**src/rtl/irrig_pkg.sv**
```systemverilog
// Shared irrigation types: valve-distributor state encoding and index-to-one-hot helper.
package irrig_pkg;

  localparam int NUM_VALVES = 4;

  typedef enum logic [1:0] {
    IDLE,
    DEAD,
    HOLD,
    ACTIVE
  } valve_state_e;

  function automatic logic [NUM_VALVES-1:0] onehot4(input logic [1:0] idx);
    logic [NUM_VALVES-1:0] vec;
    vec      = '0;
    vec[idx] = 1'b1;
    return vec;
  endfunction

endpackage

```
**src/rtl/valve_timer.sv**
```systemverilog
// Loadable down-counter that sticks at zero; done flags the end of the loaded interval.
module valve_timer #(
  parameter int CNT_W = 4
) (
  input  logic             clk,
  input  logic             rst_n,
  input  logic             load,
  input  logic [CNT_W-1:0] load_val,
  output logic             done
);

  logic [CNT_W-1:0] cnt_q;
  logic [CNT_W-1:0] cnt_d;

  always_comb begin
    cnt_d = cnt_q;
    if (load) begin
      cnt_d = load_val;
    end else if (cnt_q != '0) begin
      cnt_d = cnt_q - CNT_W'(1);
    end
  end

  always_ff @(posedge clk) begin
    if (!rst_n) begin
      cnt_q <= '0;
    end else begin
      cnt_q <= cnt_d;
    end
  end

  assign done = (cnt_q == '0);

endmodule

```
**src/rtl/valve_demux_ctrl.sv**
```systemverilog
// Routes one open/close command stream to four valves, one at a time, with
// break-before-make dead time and a minimum on-time after each opening.
module valve_demux_ctrl
  import irrig_pkg::*;
#(
  parameter int DEAD_CYCLES   = 4,
  parameter int MIN_ON_CYCLES = 8
) (
  input  logic                  clk,
  input  logic                  rst_n,
  input  logic                  req_valid,
  output logic                  req_ready,
  input  logic                  req_on,
  input  logic [1:0]            req_sel,
  output logic [NUM_VALVES-1:0] valve_out,
  output logic [1:0]            active_sel,
  output logic                  busy
);

  localparam int MAX_CYCLES = (DEAD_CYCLES > MIN_ON_CYCLES) ? DEAD_CYCLES : MIN_ON_CYCLES;
  localparam int CNT_W      = $clog2(MAX_CYCLES + 1);

  // Timer is loaded with N-1 so that the phase lasts exactly N cycles including the load cycle's successor.
  localparam logic [CNT_W-1:0] DEAD_LOAD = CNT_W'(DEAD_CYCLES - 1);
  localparam logic [CNT_W-1:0] HOLD_LOAD = CNT_W'(MIN_ON_CYCLES - 1);

  valve_state_e          state_q, state_d;
  logic [NUM_VALVES-1:0] valve_q, valve_d;
  logic [1:0]            active_sel_q, active_sel_d;
  logic [1:0]            target_q, target_d;
  logic                  timer_load;
  logic [CNT_W-1:0]      timer_load_val;
  logic                  timer_done;
  logic                  accept;

  valve_timer #(
    .CNT_W(CNT_W)
  ) u_timer (
    .clk      (clk),
    .rst_n    (rst_n),
    .load     (timer_load),
    .load_val (timer_load_val),
    .done     (timer_done)
  );

  assign req_ready  = rst_n && ((state_q == IDLE) || (state_q == ACTIVE));
  assign accept     = req_valid && req_ready;
  assign busy       = (state_q == DEAD) || (state_q == HOLD);
  assign valve_out  = valve_q;
  assign active_sel = active_sel_q;

  always_comb begin
    state_d        = state_q;
    valve_d        = valve_q;
    active_sel_d   = active_sel_q;
    target_d       = target_q;
    timer_load     = 1'b0;
    timer_load_val = '0;
    case (state_q)
      IDLE: begin
        if (accept && req_on) begin
          state_d        = DEAD;
          target_d       = req_sel;
          timer_load     = 1'b1;
          timer_load_val = DEAD_LOAD;
        end
      end
      DEAD: begin
        if (timer_done) begin
          state_d        = HOLD;
          valve_d        = onehot4(target_q);
          active_sel_d   = target_q;
          timer_load     = 1'b1;
          timer_load_val = HOLD_LOAD;
        end
      end
      HOLD: begin
        if (timer_done) begin
          state_d = ACTIVE;
        end
      end
      ACTIVE: begin
        // Reopening the valve already driven is a no-op; anything else closes all valves first.
        if (accept) begin
          if (!req_on) begin
            state_d      = IDLE;
            valve_d      = '0;
            active_sel_d = '0;
          end else if (req_sel != active_sel_q) begin
            state_d        = DEAD;
            valve_d        = '0;
            active_sel_d   = '0;
            target_d       = req_sel;
            timer_load     = 1'b1;
            timer_load_val = DEAD_LOAD;
          end
        end
      end
      default: begin
        state_d      = IDLE;
        valve_d      = '0;
        active_sel_d = '0;
      end
    endcase
  end

  always_ff @(posedge clk) begin
    if (!rst_n) begin
      state_q      <= IDLE;
      valve_q      <= '0;
      active_sel_q <= '0;
      target_q     <= '0;
    end else begin
      state_q      <= state_d;
      valve_q      <= valve_d;
      active_sel_q <= active_sel_d;
      target_q     <= target_d;
    end
  end

endmodule

```
**config.mk**
```make
export PLATFORM = sky130hd
export DESIGN_NAME = valve_demux_ctrl
export DESIGN_NICKNAME = d
export VERILOG_FILES = /design/src/rtl/irrig_pkg.sv /design/src/rtl/valve_timer.sv /design/src/rtl/valve_demux_ctrl.sv
export SDC_FILE = /design/constraint.sdc
export NUM_CORES = 1
export LEC_CHECK = 0
export BUFFER_PORTS_ARGS = -buffer_cell sky130_fd_sc_hd__buf_2
export CAP_MARGIN = 5
export CELL_PAD_IN_SITES_DETAIL_PLACEMENT = 1
export CELL_PAD_IN_SITES_GLOBAL_PLACEMENT = 2
export CORE_MARGIN = 8
export CORE_UTILIZATION = 31
export DETAILED_ROUTE_END_ITERATION = 8
export GPL_ROUTABILITY_DRIVEN = 0
export PLACE_DENSITY_LB_ADDON = 0.1
export SYNTH_ARGS = -nofsm -noshare
export SYNTH_HDL_FRONTEND = slang
export SYNTH_SLANG_ARGS = --single-unit
```
**constraint.sdc**
```tcl
create_clock -name clk -period 1.9 [get_ports clk]
set_input_delay 0.19 -clock clk [delete_from_list [all_inputs] [get_ports clk]]
set_output_delay 0.19 -clock clk [all_outputs]
set_load 0.02 [all_outputs]
```
* Word level (Yosys, flattened, before mapping)
Cells that the tools add are included.
Word-level totals: register bits after elaboration 14, bits of input ports 6
Cells by class: add/subtract/negate cells 1, $lt $le $gt $ge 2, equality and inequality tests 11, multiplexer cells 38, reductions and logical operators 15
Operator list (count):
- 2-bit two-way mux | 18
- 4-bit two-way mux | 6
- 5-bit AND reduction | 2
- 3-bit one-hot mux with 3 select lines | 1
- 2-bit != test (second input constant) | 4
- 2-bit one-hot mux with 2 select lines | 2
- 2-bit one-hot mux with 4 select lines | 1
- 4-bit one-hot mux with 2 select lines | 1
- 1-bit two-way mux | 6
- 2-bit nonzero test | 3
- 2-bit equality test (second input constant) | 2
- 1-bit logical AND | 4
- 4-bit logical NOT | 1
- 2-bit by 1-bit != test with 1-bit output (second input constant) | 2
- 4-bit AND reduction | 1
- 4-bit nonzero test | 1
- 4-bit by 1-bit subtractor with 4-bit output (second input constant) | 1
- 2-bit by 3-bit < comparator with 1-bit output (second input constant) | 1
- 3-bit two-way mux | 1
- 3-bit by 2-bit != test with 1-bit output (second input constant) | 1
- 1-bit one-hot mux with 3 select lines | 1
- 1-bit demux with 2-bit select | 1
- 2-bit by 1-bit equality test with 1-bit output (second input constant) | 1
- 2-bit by 1-bit greater-or-equal comparator with 1-bit output (second input constant) | 1
- other kinds (3) | 4

* Depth between registers and ports, before layout
depth after elaboration 8, depth in mapped cells 7

* Modules after synthesis
From an unflattened synthesis, not the netlist that was laid out.
Unflattened totals: cell total of the unflattened synthesis 95, area total of the unflattened synthesis 842.1 µm²
Modules (own cells, without submodules):
- valve_demux_ctrl | instances 1, cells an instance 72, area an instance 611.8 µm², seq. area each 200.2 µm²
- valve_timer | instances 1, cells an instance 23, area an instance 230.2 µm², seq. area each 80.1 µm²

* Worst setup path after synthesis
Ideal clock, no wire load.
path type register -> register, start register state_q[0], end register state_q[0], library setup time 0.115 ns, data arrival time 1.643 ns, required time 1.785 ns, slack 0.142 ns, cell stages (with the launch flop) 7, path buffers 0, clock period less this slack 1.758 ns, cells stage by stage dfxtp_1 inv_1 ha_1 and3b_1 and2_1 o211a_1 o21a_1
Between the ends: cells in the longest elaborated chain, start to end 7, elaborated cells on any way between the ends 15, classes of those cells 8 x eq/ne; 1 x mux; 6 x reduce/logical
Ends and longest elaborated chain:
- start, declared | line valve_demux_ctrl.sv:27 | valve_state_e state_q, state_d;
- start signal, assigned | line valve_demux_ctrl.sv:114 | state_q <= state_d;
- 2-bit equality test or 2-bit logical NOT (tied branches) | line valve_demux_ctrl.sv:46, valve_demux_ctrl.sv:59
- 1-bit logical OR | line valve_demux_ctrl.sv:46 | assign req_ready = rst_n && ((state_q == IDLE) || (state_q == ACTIVE));
- 1-bit logical AND | line valve_demux_ctrl.sv:46
- 1-bit logical AND | line valve_demux_ctrl.sv:47 | assign accept = req_valid && req_ready;
- 1-bit logical AND | line valve_demux_ctrl.sv:61 | if (accept && req_on) begin
- 2-bit by 1-bit != test with 1-bit output (no source line)
- 5-bit AND reduction (no source line)
Parallel ways exist; a longest one is shown, timed or not. A chain may end at the register's enable or synchronous reset.

* Worst setup path after layout
start register state_q[1], end register state_q[0]
The elaborated chain is that of the path after synthesis.

==> impl_metrics.prom <==
# TYPE chip_impl_metric gauge
chip_impl_info{name="run_status",value="finished clean"} 1
chip_impl_metric{name="fp.dieArea",unit="mm²"} 0.00452
chip_impl_metric{name="vias",unit=""} 717
chip_impl_metric{name="report.final.slew_viol_count",unit=""} 0
chip_impl_metric{name="static-leakage-power",unit="nW"} 0.403
chip_impl_metric{name="hpwlAfterDp",unit="µm"} 1560
chip_impl_metric{name="setup-violations-final",unit=""} 0
chip_impl_metric{name="final_period_minus_worst_setup_slack",unit="ns"} 1.77
chip_impl_metric{name="initial_core_util",unit=""} 0.328
chip_impl_metric{name="resize_count_post_cts",unit=""} 0
chip_impl_metric{name="track_usage",unit=""} 0.0970
chip_impl_metric{name="die_y",unit="µm"} 67.2
chip_impl_metric{name="placedCellCount",unit=""} 136
chip_impl_metric{name="cts-root-to-sink-buffers",unit=""} 2
chip_impl_metric{name="proportion_of_layout_cells_with_a_drive_suffix_above_1",unit=""} 0.218
chip_impl_info{name="synthTopCellsByArea",value="sky130_fd_sc_hd__dfxtp_1, sky130_fd_sc_hd__ha_1, sky130_fd_sc_hd__nand2_1"} 1
chip_impl_metric{name="clock_transition_time_at_the_flip_flop_clock_pins_of_the_worst_setup_and_hold_paths",unit="ns"} 0.09
chip_impl_metric{name="area_added_between_synthesis_and_finish",unit="%"} 16.6
chip_impl_info{name="worst_r2r_startpoint",value="state_q[1]"} 1
chip_impl_info{name="cts_tree",value="built"} 1
chip_impl_metric{name="tns",unit="ns"} 0
chip_impl_info{name="worstSetupStartpointType",value="flip-flop"} 1
chip_impl_metric{name="synth_enable_flop_cells",unit=""} 0
chip_impl_metric{name="post_cts_hold_buffer_count",unit=""} 0
chip_impl_info{name="min-delay-path-class",value="in -> reg"} 1
chip_impl_metric{name="syn-cell-area",unit="µm²"} 813
chip_impl_info{name="yosys_most_used_dff",value="sky130_fd_sc_hd__dfxtp_1"} 1
chip_impl_metric{name="cts.htree.levels",unit=""} 1
chip_impl_metric{name="layout.nets",unit=""} 123
chip_impl_info{name="crit_path_cell_trace",value="inv_1, ha_1, and3b_1, and2_1, o211a_1, o21a_1"} 1
chip_impl_metric{name="place.port_buffers",unit=""} 13
chip_impl_info{name="post-synth-top-area-cell",value="sky130_fd_sc_hd__dfxtp_1"} 1
chip_impl_info{name="grt_setup_unrepaired",value="false"} 1
chip_impl_metric{name="drt-total-wl",unit="µm"} 1930
chip_impl_metric{name="ant_nets",unit=""} 0
chip_impl_metric{name="insertedDiodeCount",unit=""} 0
chip_impl_metric{name="transition_time_at_the_pin_with_the_least_slew_margin",unit="ns"} 0.406
chip_impl_metric{name="worst_path_required_time",unit="ns"} 2.08
chip_impl_metric{name="layout.core_utilization",unit=""} 0.383
chip_impl_metric{name="achievable-frequency",unit="MHz"} 564
chip_impl_metric{name="global_route.overflow_total",unit=""} 0
chip_impl_info{name="hp-start",value="req_sel[1]"} 1
chip_impl_metric{name="layout_worst_path_cycle_share",unit=""} 0.933
chip_impl_metric{name="critical_path_arrival",unit="ns"} 1.95
chip_impl_metric{name="std_cell_rows",unit=""} 18
chip_impl_metric{name="fp.coreArea",unit="mm²"} 0.00248
chip_impl_metric{name="clock_skew",unit="ns"} 0.00163
chip_impl_metric{name="syn_nets",unit=""} 107
chip_impl_info{name="worstSetupStartpoint",value="state_q[1]"} 1
chip_impl_metric{name="synth.lib_cells_used.distinct",unit=""} 32
chip_impl_metric{name="post_synthesis_async_set_or_reset_flop_share",unit=""} 0
chip_impl_metric{name="instances_no_fill",unit=""} 140
chip_impl_metric{name="numClockSinks",unit=""} 14
chip_impl_metric{name="average_routed_wire_per_standard_cell",unit="µm"} 13.8
chip_impl_metric{name="post_cts.repair.setup_buffers",unit=""} 0
chip_impl_metric{name="powerDensity",unit="mW/mm²"} 1280
chip_impl_info{name="crit_path_category",value="reg -> reg"} 1
chip_impl_metric{name="drc_errors",unit=""} 0
chip_impl_metric{name="postSynthAreaPerCell",unit="µm²"} 8.56
chip_impl_metric{name="wire_length_of_the_first_global_routing_pass",unit="µm"} 3460
chip_impl_metric{name="initial_antenna_violation_count",unit=""} 0
chip_impl_info{name="critPathCaptureType",value="flip-flop"} 1
chip_impl_info{name="clock_tree.root_cell",value="sky130_fd_sc_hd__clkbuf_4"} 1
chip_impl_metric{name="synth-seq-area-share",unit=""} 0.345
chip_impl_metric{name="source_to_sink_clock_delay_at_the_later_pin_of_the_worst_skew_pair",unit="ns"} 0.28
chip_impl_metric{name="starting_drc_count_in_detailed_routing",unit=""} 16
chip_impl_metric{name="multi_input_gate_area",unit="µm²"} 494
chip_impl_metric{name="dr.pass1.iters",unit=""} 4
chip_impl_metric{name="seqCellArea",unit="µm²"} 282
chip_impl_metric{name="fill_cell_count",unit=""} 313
chip_impl_metric{name="maximum_number_of_pins_on_one_net_before_global_route_repair",unit=""} 12
chip_impl_metric{name="worst_path_largest_cell_delay",unit="ns"} 0.42
chip_impl_metric{name="num_io_pins",unit=""} 14
chip_impl_metric{name="yosysTopAreaCellShare",unit=""} 0.345
chip_impl_metric{name="first_global_vias",unit=""} 762
chip_impl_metric{name="maxCapViolCount",unit=""} 0
chip_impl_metric{name="hold_violations",unit=""} 0
chip_impl_metric{name="cts_inserted_buffers",unit=""} 3
chip_impl_metric{name="total_power_draw",unit="W"} 0.00121
chip_impl_metric{name="vias_per_inst",unit=""} 5.12
chip_impl_metric{name="synthesis_warning_total",unit=""} 0
chip_impl_metric{name="ir_worst_vdd",unit="mV"} 0.710
chip_impl_metric{name="critical_path_peak_fanout",unit=""} 5
chip_impl_info{name="leading_post_synthesis_cells_by_instance_count",value="sky130_fd_sc_hd__dfxtp_1, sky130_fd_sc_hd__nand2_1, sky130_fd_sc_hd__inv_1"} 1
chip_impl_metric{name="die_width",unit="µm"} 67.2
chip_impl_info{name="cpMaxStageDelayCell",value="sky130_fd_sc_hd__dfxtp_1"} 1
chip_impl_metric{name="relSlewSlack",unit=""} 0.729
chip_impl_metric{name="syn-instance-count",unit=""} 95
chip_impl_metric{name="yosys_register_bits",unit=""} 14
flip-flops by register name, indices dropped and copies added (netlist names):
signal	cells
active_sel	2
target_q	2
u_timer.cnt_q	4
state_q	2
valve_out	4
critical path, delay by kind of cell (launching register included):
family	cells	cell delay, ns
flops	1	0.42
buf+inv	1	0.09
fa+ha+maj	1	0.34
compound gates	2	0.43
simple gates	2	0.40
metal layers:
metal	wire length (µm)	track usage
met2	913	0.157
met3	74	0.0281
met1	930	0.118
met4	12	0.0392
met5	0	0
power breakdown:
part           leakage [nW]  switching (W)  internal [W]
logic                 0.268       0.000330      0.000248
registers             0.114      0.0000539      0.000360
clock network        0.0210       0.000106      0.000116
cell usage in the layout, fill, tap and decap left out, types with 2 or more instances in the layout:
cell type / count
sky130_fd_sc_hd__inv_1: 7
sky130_fd_sc_hd__nor2_1: 3
sky130_fd_sc_hd__dfxtp_1: 13
sky130_fd_sc_hd__a21oi_1: 6
sky130_fd_sc_hd__nor2b_1: 2
sky130_fd_sc_hd__buf_2: 13
sky130_fd_sc_hd__mux2i_1: 3
sky130_fd_sc_hd__o21ai_0: 6
sky130_fd_sc_hd__o211a_1: 2
sky130_fd_sc_hd__nand3_1: 2
sky130_fd_sc_hd__ha_1: 6
sky130_fd_sc_hd__o22ai_1: 3
sky130_fd_sc_hd__clkbuf_4: 3
sky130_fd_sc_hd__nand2_1: 14
sky130_fd_sc_hd__a31oi_1: 2
sky130_fd_sc_hd__xnor2_1: 2
sky130_fd_sc_hd__nor3_1: 4
sky130_fd_sc_hd__o21a_1: 3
path summary, 6_finish.rpt:
path | endpoint | slack [ns] | cells past startpoint
max reg2reg | state_q[0] | 0.13 | 6
max | state_q[0] | 0.13 | 6
min | target_q[1] | 0.18 | 3
min reg2reg | valve_out[0] | 0.47 | 2
logic make-up after synthesis:
| group | count (synthesis) | share of synthesized area |
|---|---|---|
| adders and majority gates | 6 | 0.0923 |
| xor gates and xnor gates | 2 | 0.0215 |
| buffers and inverters | 10 | 0.0569 |
| muxes | 3 | 0.0369 |
| DFF | 14 | 0.345 |
| and+or+nand+nor | 34 | 0.228 |
| AOI/OAI and AO/OA | 26 | 0.220 |
per-stage QoR:
stage          hold slack (ns)  setup WS, ns  instance area (µm²)
3_3_place_gp             0.443         0.144                  903
3_5_place_dp             0.452         0.125                  903
5_1_grt                  0.174       0.00830                  948
4_1_cts                  0.175         0.110                  940
6_report                 0.183         0.128                  948
2_1_floorplan            0.338         0.142                  813
area by class of cell:
type	count	area share
flip-flops and latches	14	0.297
repair buffers	14	0.0765
inverters	7	0.0277
well taps	30	0.0396
clock buffers	4	0.0383
multi-input cells	71	0.521
No activity file was read; power rests on OpenSTA's default activity.
